### src/rtl/alu_seq_pkg.sv
// Shared opcodes, state encoding and sizing for the ALU sequencer.
// Optional build macro ALU_SEQ_PERF_EN adds performance counters.
package alu_seq_pkg;

  localparam int N_DEF  = 4;
  localparam int ITER_W = $clog2(N_DEF + 1);

  localparam logic [2:0] OPC_ADD = 3'd0;
  localparam logic [2:0] OPC_SUB = 3'd1;
  localparam logic [2:0] OPC_AND = 3'd2;
  localparam logic [2:0] OPC_MUL = 3'd3;
  localparam logic [2:0] OPC_DIV = 3'd4;

  typedef enum logic [3:0] {
    S_IDLE,
    S_LOAD,
    S_EXEC,
    S_MUL_ADD,
    S_MUL_SHR,
    S_DIV_SHL,
    S_DIV_SUB,
    S_DIV_RST,
    S_DONE
  } state_t;

  // An operation ends in error for unknown opcodes or a divide by zero.
  function automatic logic opc_is_err(input logic [2:0] opc, input logic bz);
    return (opc > OPC_DIV) || ((opc == OPC_DIV) && bz);
  endfunction

endpackage

### src/rtl/alu_seq_ctrl_if.sv
// Decode/datapath <-> sequencer signal bundle. ALU_SEQ_PERF_EN adds the
// perf_cycles/op_count outputs.
interface alu_seq_ctrl_if;

  logic       start;
  logic [2:0] opcode;
  logic       b_zero;
  logic       alu_lsb;
  logic       acc_msb;
  logic       cout;
  logic       busy;
  logic       done;
  logic       err;
  logic       acc_init;
  logic       breg_load;
  logic       op_add;
  logic       op_sub;
  logic       op_mul;
  logic       op_div;
  logic       op_and;
  logic       acc_load_high;
  logic       acc_shr;
  logic       acc_shl;
  logic       acc_set_lsb;
`ifdef ALU_SEQ_PERF_EN
  logic [7:0] perf_cycles;
  logic [7:0] op_count;
`endif

  modport slave (
    input  start, opcode, b_zero, alu_lsb, acc_msb, cout,
`ifdef ALU_SEQ_PERF_EN
    output perf_cycles, op_count,
`endif
    output busy, done, err, acc_init, breg_load,
    output op_add, op_sub, op_mul, op_div, op_and,
    output acc_load_high, acc_shr, acc_shl, acc_set_lsb
  );

  modport master (
    output start, opcode, b_zero, alu_lsb, acc_msb, cout,
`ifdef ALU_SEQ_PERF_EN
    input  perf_cycles, op_count,
`endif
    input  busy, done, err, acc_init, breg_load,
    input  op_add, op_sub, op_mul, op_div, op_and,
    input  acc_load_high, acc_shr, acc_shl, acc_set_lsb
  );

endinterface

### src/rtl/alu_seq_iter_cnt.sv
// Iteration counter for MUL/DIV loops; last flags the final iteration and
// the count wraps to 0 as that iteration exits.
module alu_seq_iter_cnt
  import alu_seq_pkg::*;
#(
  parameter int N = N_DEF,
  parameter int W = ITER_W
) (
  input  logic clk,
  input  logic reset_n,
  input  logic clr,
  input  logic inc,
  output logic last
);

  logic [W-1:0] count_reg;

  assign last = (count_reg == W'(N - 1));

  always_ff @(posedge clk or negedge reset_n) begin
    if (!reset_n) begin
      count_reg <= '0;
    end else if (clr) begin
      count_reg <= '0;
    end else if (inc) begin
      count_reg <= last ? '0 : count_reg + W'(1);
    end
  end

endmodule

### src/rtl/alu_seq_ctrl.sv
// Sequencer FSM: single-step ADD/SUB/AND, shift-add MUL, restoring DIV.
// Build with ALU_SEQ_PERF_EN to add perf_cycles and op_count.
module alu_seq_ctrl
  import alu_seq_pkg::*;
#(
  parameter int N = N_DEF
) (
  input  logic          clk,
  input  logic          reset_n,
  alu_seq_ctrl_if.slave bus
);

  localparam int CNT_W = $clog2(N + 1);

  state_t     state_reg;
  state_t     state_next;
  logic [2:0] opc_reg;
  logic       b_zero_reg;
  logic       msb_q_reg;
  logic       busy_reg;
  logic       done_reg;
  logic       err_reg;
  logic       acc_init_reg;
  logic       breg_load_reg;
  logic       op_add_reg;
  logic       op_sub_reg;
  logic       op_mul_reg;
  logic       op_div_reg;
  logic       op_and_reg;
  logic       load_high_reg;
  logic       acc_shr_reg;
  logic       acc_shl_reg;
  logic       sub_ok;
  logic       cnt_clr;
  logic       cnt_inc;
  logic       cnt_last;
  logic       accept;

  assign accept  = (state_reg == S_IDLE) && bus.start;
  // Shifted-out MSB means the partial remainder is >= 2^N, so the subtract always fits.
  assign sub_ok  = bus.cout | msb_q_reg;
  assign cnt_clr = (state_reg == S_LOAD);
  assign cnt_inc = (state_reg == S_MUL_SHR) || (state_reg == S_DIV_RST) ||
                   ((state_reg == S_DIV_SUB) && sub_ok);

  alu_seq_iter_cnt #(
    .N (N),
    .W (CNT_W)
  ) u_iter_cnt (
    .clk     (clk),
    .reset_n (reset_n),
    .clr     (cnt_clr),
    .inc     (cnt_inc),
    .last    (cnt_last)
  );

  always_comb begin
    state_next = state_reg;
    case (state_reg)
      S_IDLE:    if (bus.start) state_next = S_LOAD;
      S_LOAD: begin
        if (opc_is_err(opc_reg, b_zero_reg)) state_next = S_DONE;
        else if (opc_reg == OPC_MUL)         state_next = S_MUL_ADD;
        else if (opc_reg == OPC_DIV)         state_next = S_DIV_SHL;
        else                                 state_next = S_EXEC;
      end
      S_EXEC:    state_next = S_DONE;
      S_MUL_ADD: state_next = S_MUL_SHR;
      S_MUL_SHR: state_next = cnt_last ? S_DONE : S_MUL_ADD;
      S_DIV_SHL: state_next = S_DIV_SUB;
      S_DIV_SUB: begin
        if (!sub_ok)       state_next = S_DIV_RST;
        else if (cnt_last) state_next = S_DONE;
        else               state_next = S_DIV_SHL;
      end
      S_DIV_RST: state_next = cnt_last ? S_DONE : S_DIV_SHL;
      S_DONE:    state_next = S_IDLE;
      default:   state_next = S_IDLE;
    endcase
  end

  // Outputs are registered decodes of the state being entered.
  always_ff @(posedge clk or negedge reset_n) begin
    if (!reset_n) begin
      state_reg     <= S_IDLE;
      opc_reg       <= '0;
      b_zero_reg    <= 1'b0;
      msb_q_reg     <= 1'b0;
      busy_reg      <= 1'b0;
      done_reg      <= 1'b0;
      err_reg       <= 1'b0;
      acc_init_reg  <= 1'b0;
      breg_load_reg <= 1'b0;
      op_add_reg    <= 1'b0;
      op_sub_reg    <= 1'b0;
      op_mul_reg    <= 1'b0;
      op_div_reg    <= 1'b0;
      op_and_reg    <= 1'b0;
      load_high_reg <= 1'b0;
      acc_shr_reg   <= 1'b0;
      acc_shl_reg   <= 1'b0;
    end else begin
      state_reg <= state_next;
      if (accept) begin
        opc_reg    <= bus.opcode;
        b_zero_reg <= bus.b_zero;
      end
      if (state_reg == S_DIV_SHL) msb_q_reg <= bus.acc_msb;
      busy_reg      <= (state_next != S_IDLE);
      done_reg      <= (state_next == S_DONE);
      err_reg       <= (state_next == S_DONE) && opc_is_err(opc_reg, b_zero_reg);
      acc_init_reg  <= (state_next == S_LOAD);
      breg_load_reg <= (state_next == S_LOAD);
      op_add_reg    <= ((state_next == S_EXEC) && (opc_reg == OPC_ADD)) ||
                       (state_next == S_DIV_RST);
      op_sub_reg    <= (state_next == S_EXEC) && (opc_reg == OPC_SUB);
      op_and_reg    <= (state_next == S_EXEC) && (opc_reg == OPC_AND);
      op_mul_reg    <= (state_next == S_MUL_ADD);
      op_div_reg    <= (state_next == S_DIV_SUB);
      load_high_reg <= (state_next == S_EXEC) || (state_next == S_DIV_SUB) ||
                       (state_next == S_DIV_RST);
      acc_shr_reg   <= (state_next == S_MUL_SHR);
      acc_shl_reg   <= (state_next == S_DIV_SHL);
    end
  end

  assign bus.busy          = busy_reg;
  assign bus.done          = done_reg;
  assign bus.err           = err_reg;
  assign bus.acc_init      = acc_init_reg;
  assign bus.breg_load     = breg_load_reg;
  assign bus.op_add        = op_add_reg;
  assign bus.op_sub        = op_sub_reg;
  assign bus.op_mul        = op_mul_reg;
  assign bus.op_div        = op_div_reg;
  assign bus.op_and        = op_and_reg;
  // ACC[0] and the adder carry are only known within the step that uses them.
  assign bus.acc_load_high = load_high_reg | (op_mul_reg & bus.alu_lsb);
  assign bus.acc_shr       = acc_shr_reg;
  assign bus.acc_shl       = acc_shl_reg;
  assign bus.acc_set_lsb   = op_div_reg & sub_ok;

`ifdef ALU_SEQ_PERF_EN
  logic [7:0] run_cnt_reg;
  logic [7:0] perf_cycles_reg;
  logic [7:0] op_count_reg;

  always_ff @(posedge clk or negedge reset_n) begin
    if (!reset_n) begin
      run_cnt_reg     <= '0;
      perf_cycles_reg <= '0;
      op_count_reg    <= '0;
    end else begin
      if (accept)        run_cnt_reg <= 8'd1;
      else if (busy_reg) run_cnt_reg <= run_cnt_reg + 8'd1;
      if (state_next == S_DONE) begin
        perf_cycles_reg <= run_cnt_reg + 8'd1;
        op_count_reg    <= op_count_reg + 8'd1;
      end
    end
  end

  assign bus.perf_cycles = perf_cycles_reg;
  assign bus.op_count    = op_count_reg;
`else
  // Performance counters are not built in this configuration.
`endif

endmodule

### src/flat_wrapper.sv
// flat-port wrapper written by rule: the top's interface ports become plain ports
module alu_seq_ctrl_flat import alu_seq_pkg::*;
#(
  parameter int N = N_DEF
)
  (clk, reset_n, bus_start, bus_opcode, bus_b_zero, bus_alu_lsb, bus_acc_msb, bus_cout, bus_busy, bus_done, bus_err, bus_acc_init, bus_breg_load, bus_op_add, bus_op_sub, bus_op_mul, bus_op_div, bus_op_and, bus_acc_load_high, bus_acc_shr, bus_acc_shl, bus_acc_set_lsb);
  alu_seq_ctrl_if bus_i ();
  input  logic clk;
  input  logic reset_n;
  input wire logic [$bits(bus_i.start)-1:0] bus_start;
  input wire logic [$bits(bus_i.opcode)-1:0] bus_opcode;
  input wire logic [$bits(bus_i.b_zero)-1:0] bus_b_zero;
  input wire logic [$bits(bus_i.alu_lsb)-1:0] bus_alu_lsb;
  input wire logic [$bits(bus_i.acc_msb)-1:0] bus_acc_msb;
  input wire logic [$bits(bus_i.cout)-1:0] bus_cout;
  output wire logic [$bits(bus_i.busy)-1:0] bus_busy;
  output wire logic [$bits(bus_i.done)-1:0] bus_done;
  output wire logic [$bits(bus_i.err)-1:0] bus_err;
  output wire logic [$bits(bus_i.acc_init)-1:0] bus_acc_init;
  output wire logic [$bits(bus_i.breg_load)-1:0] bus_breg_load;
  output wire logic [$bits(bus_i.op_add)-1:0] bus_op_add;
  output wire logic [$bits(bus_i.op_sub)-1:0] bus_op_sub;
  output wire logic [$bits(bus_i.op_mul)-1:0] bus_op_mul;
  output wire logic [$bits(bus_i.op_div)-1:0] bus_op_div;
  output wire logic [$bits(bus_i.op_and)-1:0] bus_op_and;
  output wire logic [$bits(bus_i.acc_load_high)-1:0] bus_acc_load_high;
  output wire logic [$bits(bus_i.acc_shr)-1:0] bus_acc_shr;
  output wire logic [$bits(bus_i.acc_shl)-1:0] bus_acc_shl;
  output wire logic [$bits(bus_i.acc_set_lsb)-1:0] bus_acc_set_lsb;
  assign bus_i.start = bus_start;
  assign bus_i.opcode = bus_opcode;
  assign bus_i.b_zero = bus_b_zero;
  assign bus_i.alu_lsb = bus_alu_lsb;
  assign bus_i.acc_msb = bus_acc_msb;
  assign bus_i.cout = bus_cout;
  assign bus_busy = bus_i.busy;
  assign bus_done = bus_i.done;
  assign bus_err = bus_i.err;
  assign bus_acc_init = bus_i.acc_init;
  assign bus_breg_load = bus_i.breg_load;
  assign bus_op_add = bus_i.op_add;
  assign bus_op_sub = bus_i.op_sub;
  assign bus_op_mul = bus_i.op_mul;
  assign bus_op_div = bus_i.op_div;
  assign bus_op_and = bus_i.op_and;
  assign bus_acc_load_high = bus_i.acc_load_high;
  assign bus_acc_shr = bus_i.acc_shr;
  assign bus_acc_shl = bus_i.acc_shl;
  assign bus_acc_set_lsb = bus_i.acc_set_lsb;
  alu_seq_ctrl #(.N(N)) u_core (.clk(clk), .reset_n(reset_n), .bus(bus_i));
endmodule
### config.mk
export PLATFORM = sky130hd
export DESIGN_NAME = alu_seq_ctrl_flat
export DESIGN_NICKNAME = d
export VERILOG_FILES = /design/src/rtl/alu_seq_pkg.sv /design/src/rtl/alu_seq_ctrl_if.sv /design/src/rtl/alu_seq_iter_cnt.sv /design/src/rtl/alu_seq_ctrl.sv /design/src/flat_wrapper.sv
export SDC_FILE = /design/constraint.sdc
export NUM_CORES = 1
export LEC_CHECK = 0
export ABC_AREA = 1
export CORE_MARGIN = 2
export CORE_UTILIZATION = 25
export CTS_CLUSTER_DIAMETER = 200
export DETAILED_ROUTE_END_ITERATION = 6
export MAX_ROUTING_LAYER = met4
export PLACE_DENSITY = 0.52
export SLEW_MARGIN = 20
export SYNTH_ARGS = -nofsm -noshare
export SYNTH_HDL_FRONTEND = slang
export SYNTH_SLANG_ARGS = --single-unit
### constraint.sdc
create_clock -name clk -period 1.4 [get_ports clk]
set_input_delay 0.28 -clock clk [delete_from_list [all_inputs] [get_ports clk]]
set_output_delay 0.28 -clock clk [all_outputs]
set_load 0.005 [all_outputs]
Word level (Yosys, flattened, before mapping)
Cells that the tools add are included.
Cells by class
  add/sub/neg operators: 1
  equal/unequal tests: 20
  reductions and logical operators: 17
  multiplexer cells: 11
  bitwise gates (word level): 4
  magnitude comparators: 1
Operator list (number)
  == test 4 x 3 -> 1 bit (second input constant): 8
  case mux 4 bit (8 select lines): 1
  two-way mux 4 bit: 6
  == test 4 x 2 -> 1 bit (second input constant): 4
  two-way mux 3 bit: 4
  == test 3 x 2 -> 1 bit (second input constant): 3
  == test 4 x 1 -> 1 bit (second input constant): 2
  logical AND 1 bit: 7
  logical OR 1 bit: 6
  == test 4 bit (second input constant): 1
  zero test 4 bit: 1
  nonzero test 4 bit: 1
  adder 3 x 1 -> 3 bit (second input constant): 1
  == test 3 x 1 -> 1 bit (second input constant): 1
  == test 3 bit (second input constant): 1
  > comparator 3 bit (second input constant): 1
  zero test 3 bit: 1
  AND 1 bit: 2
  bitwise OR 1 bit: 2
  nonzero test 2 bit: 1
Word-level totals
  word-level logic and storage cells: 71
  flip-flop bits (word level): 24
  output and inout bits: 14
  bits of input ports: 10

Logic depth before layout (Yosys ltp)
  depth after elaboration: 8
  depth in mapped cells: 10
  mapped depth without buffers: 10

Hierarchy
Synthesis repeated with hierarchy kept, for this count alone.
Second synthesis, totals
  cell total of the unflattened synthesis: 131
  area total of the unflattened synthesis: 1122.3 sq um
Modules (own cells, without submodules)
  alu_seq_ctrl: instances 1, cells an instance 110, seq. area each 525.5 sq um, area an instance 964.7 sq um
  alu_seq_iter_cnt: instances 1, cells an instance 21, seq. area each 75.1 sq um, area an instance 157.7 sq um

Worst setup path before layout
No wires, ideal clock.
  kind: reg-to-reg
  start: reg u_core.u_iter_cnt.count_reg[0]
  end: reg u_core.op_and_reg (netlist: u_core.bus.op_and)
  cell stages (with the launch flop): 10
  arrival: 1.260 ns
  buffers on the path: 0
  setup time: 0.071 ns
  setup slack: 0.069 ns
  cells stage by stage: dfrtp_1 > ha_1 > inv_1 > nor2_4 > nand2_1 > nand2_1 > nand3_1 > nor2_2 > nand3_2 > nor2_1
On the way
  cells in the longest elaborated chain, start to end: 6
  elaborated cells on any way between the ends: 7
  classes of those cells: eq/ne (2); mux (4); reduce/logical (1)
RTL lines
  start: declaration: line alu_seq_iter_cnt.sv:16  | logic [W-1:0] count_reg;
  start signal: assignment: line alu_seq_iter_cnt.sv:26  | count_reg <= last ? '0 : count_reg + W'(1);
  == test 3 x 2 -> 1 bit (*): line alu_seq_iter_cnt.sv:18  | assign last = (count_reg == W'(N - 1));
  two-way mux 4 bit: line alu_seq_ctrl.sv:73, alu_seq_ctrl.sv:76
  two-way mux 4 bit: line alu_seq_ctrl.sv:72  | if (!sub_ok) state_next = S_DIV_RST;
  case mux 4 bit (8 select lines) (*): line alu_seq_ctrl.sv:59  | case (state_reg)
  == test 4 x 2 -> 1 bit (*): line alu_seq_ctrl.sv:117  | op_and_reg <= (state_next == S_EXEC) && (opc_reg == OPC_AND);
  logical AND 1 bit (*): line alu_seq_ctrl.sv:117
  end signal: assignment: line alu_seq_ctrl.sv:117
  end: declaration: line alu_seq_ctrl.sv:29  | logic op_and_reg;
Mark *: on every way between the ends. The rest lies on a longest branch, timed or not.
A chain may end at the register's enable or synchronous reset.

Worst setup path after layout
  start: reg u_core.u_iter_cnt.count_reg[1]
  end: reg u_core.op_and_reg (netlist: u_core.bus.op_and)
Same word-level chain as after synthesis.

==> summary.txt <==
htree depth: 1
Post-synth EDFFs: 0
Seq cells post-synth: 24
FILL cells: 429
via count: 966
Syn-to-layout area delta: 43.8%
initial drt markers: 34
reg-to-reg startpoint: u_core.u_iter_cnt.count_reg[1]$_DFFE_PN0P_
Total Wirelength: 2400 um
Ys Warns: 0
clock slew at reported path FFs: 0.09 ns
multi-input logic area: 460 sq um
Worst Max-Slew Pin Slew: 0.309 ns
r2r setup slk: 0.03 ns
Yosys top cell area share: 53.1%
main flop type after synthesis: dfrtp_1
Worst setup SP type: register
RSZ-0062 raised after global routing: yes
Num CTS Buffers: 3
fraction of registers with async set/reset: 100%
CTS tree: yes
Worst Setup Path Type: register to register
Final WS setup: 0.0312 ns
layout cells sized above 1: 28.1%
Syn Area/Cell: 8.57 sq um
pre-CTS WS: -0.302 ns
Tmin final: 1.37 ns
Area contributors post-synth: dfrtp_1 (53%), nand2_1 (9.3%), inv_1 (6.0%)
most frequent cell after synthesis: nand2_1
Final Net Count: 183
antenna viol nets, final: 0
Fmax: 731 MHz
PortBufs: 23
Peak VDD IR: 687 uV
Total Power: 3.16 mW
wire per inst: 10.7 um
core area: 0.00435 sq mm
Clock Skew: 0.00389 ns
hold slack final: 0.370 ns
Clock Sink Count: 24
syn_nets: 143
vias in the first global route: 946
CTS Root Buffer Type: clkbuf_8
outcome: complete, no violations
cell taking the most area after synthesis: dfrtp_1
mapped cell area: 0.00113 sq mm
cells after synthesis: 132
drt drc: 0
total global-route track usage: 10.7%
Ant. Diodes: 0
initial cell density of the core: 26.0%
vias per cell: 4.33
crit path DAT: 1.57 ns
clk_lat worst skew: 0.27 ns
Slew headroom: 79.4%
largest net degree at the start of global routing: 25
global placement routability congestion: 0.869
Synth top cells by count: nand2_1 (28), dfrtp_1 (24), inv_1 (18)
Max-Cap Viols: 0
DR pass1 iterations: 4
hold buffers post-CTS: 0
Tightest Hold Check Type: primary input to async pin
DIE WIDTH: 71.3 um
Final Slew Violations: 0
R2R cell count: 9
post-synth cell types: 22
I/O pin cnt: 24
maximum clock insertion buffer count: 2
die area: 0.00508 sq mm
Worst Setup End Kind: register
WP data required: 1.60 ns
grt ovf: 0
Static Leakage: 0.948 nW
CP Max Fanout: 6
first-pass GRT wire length: 4160 um
HPWL after DPL: 1800 um
count of final setup violators: 0
max reg flops: 4
initial antenna violation count: 0
Final Cycle Share: 97.8%
Seq/Total Area, Yosys: 53.1%
Die Ht: 71.3 um
flip-flop and latch area: 601 sq um
power per cell area: 1940 mW/mm^2
Critical R2R Capture: u_core.bus.op_and$_DFF_PN0_
Rows: 24
count of final hold-check violations: 0
==> critical path, cell delays in order, from the launching register on <==
cell and delay (ns):
dfrtp_1 0.36, ha_2 0.19, inv_2 0.05, nor2_4 0.08, nand2_2 0.06, nand2_2 0.09, nand3_2 0.09, nor2_4 0.17
nand3_2 0.11, nor2_1 0.10
==> layer usage <==
layer / track usage, % / part of all wire (%) / routed length [um]
met5: - / 0 / 0
met4: 3.14 / 1.1 / 27
met3: 2.11 / 3.5 / 85
met2: 17.9 / 50 / 1210
met1: 13.1 / 45 / 1070
==> how the worst max path moves through the flow <==
| stage | from | end | slack (ns) | depth (start not counted) |
|---|---|---|---|---|
| 6_report | u_core.u_iter_cnt.count_reg[1]$_DFFE_PN0P_ | u_core.bus.op_and$_DFF_PN0_ | 0.03 | 9 |
| 5_1_grt | u_core.u_iter_cnt.count_reg[0]$_DFFE_PN0P_ | u_core.bus.op_and$_DFF_PN0_ | -0.09 | 9 |
| 4_1_cts | u_core.bus.op_sub$_DFF_PN0_ | bus_op_sub | 0.0006 | 1 |
| 3_5_place_dp | bus_cout | bus_acc_set_lsb | -0.30 | 4 |
| 3_3_place_gp | bus_cout | bus_acc_set_lsb | -0.27 | 4 |
| 2_1_floorplan | u_core.u_iter_cnt.count_reg[0]$_DFFE_PN0P_ | u_core.bus.op_and$_DFF_PN0_ | 0.07 | 9 |
==> layout by cell type (no fill, tap or decap) <==
cell type	netlist	final
clkbuf_8	0	3
inv_2	6	7
nand2_1	28	26
o211ai_1	1	1
dfrtp_1	24	24
a21oi_4	1	1
dlymetal6s2s_1	0	6
inv_1	18	17
nor3_1	2	2
nor2_1	14	12
nand2_2	3	5
buf_4	1	13
clkinv_1	1	1
nand3_1	11	9
nor2_2	4	5
a21o_1	1	1
dlygate4sd2_1	0	7
nor2_4	2	3
clkdlybuf4s15_2	0	1
nand3_2	2	4
clkdlybuf4s15_1	0	1
nand4_1	2	2
o21ai_2	2	3
o21ai_0	6	6
nand2_4	1	1
bufinv_16	0	1
clkdlybuf4s50_1	0	8
ha_2	0	1
==> report_power, final <==
part           internal, mW  switching (mW)  leakage, nW
Sequential            0.936           0.156        0.317
Clock                 0.382           0.232       0.0357
Combinational         0.627           0.829        0.596
Total                  1.95            1.22        0.948
==> what timing repair did <==
item	4_1_cts	5_1_grt
resized for setup	18	10
endpoints found under the setup margin	14	17
endpoints found under the hold margin	0	0
setup buffers	3	1
pin swaps	5	5
==> logic make-up (layout without fill, tap and decap cells) <==
family                   count (synthesis)  after routing  synth area share [%]
flip-flops                              24             24                  53.1
AO/OA/AOI/OAI                           12             12                  7.41
buffers and inverters                   26             65                  8.96
adder cells (fa/ha/maj)                  1              1                  1.11
AND/OR/NAND/NOR                         69             69                  29.4
==> layout make-up <==
type | instances | area share, %
flip-flops and latches | 24 | 36.9
clock buffers | 3 | 2.54
clock inverters | 1 | 1.85
well taps | 52 | 4.00
multi-input cells | 82 | 28.3
inverters | 25 | 5.77
repair buffers | 36 | 20.6
==> per-stage QoR <==
step	util [%]	std cells	area (sq um)	setup TNS, ns
floorplan	-	132	1130	0
global placement	34.1	215	1490	-3.18
detailed placement	34.1	215	1490	-3.42
CTS	36.6	222	1590	0
global route	37.4	223	1630	-0.688
finish	37.4	223	1630	0
Note: power is estimated with default switching activity, not from simulation.
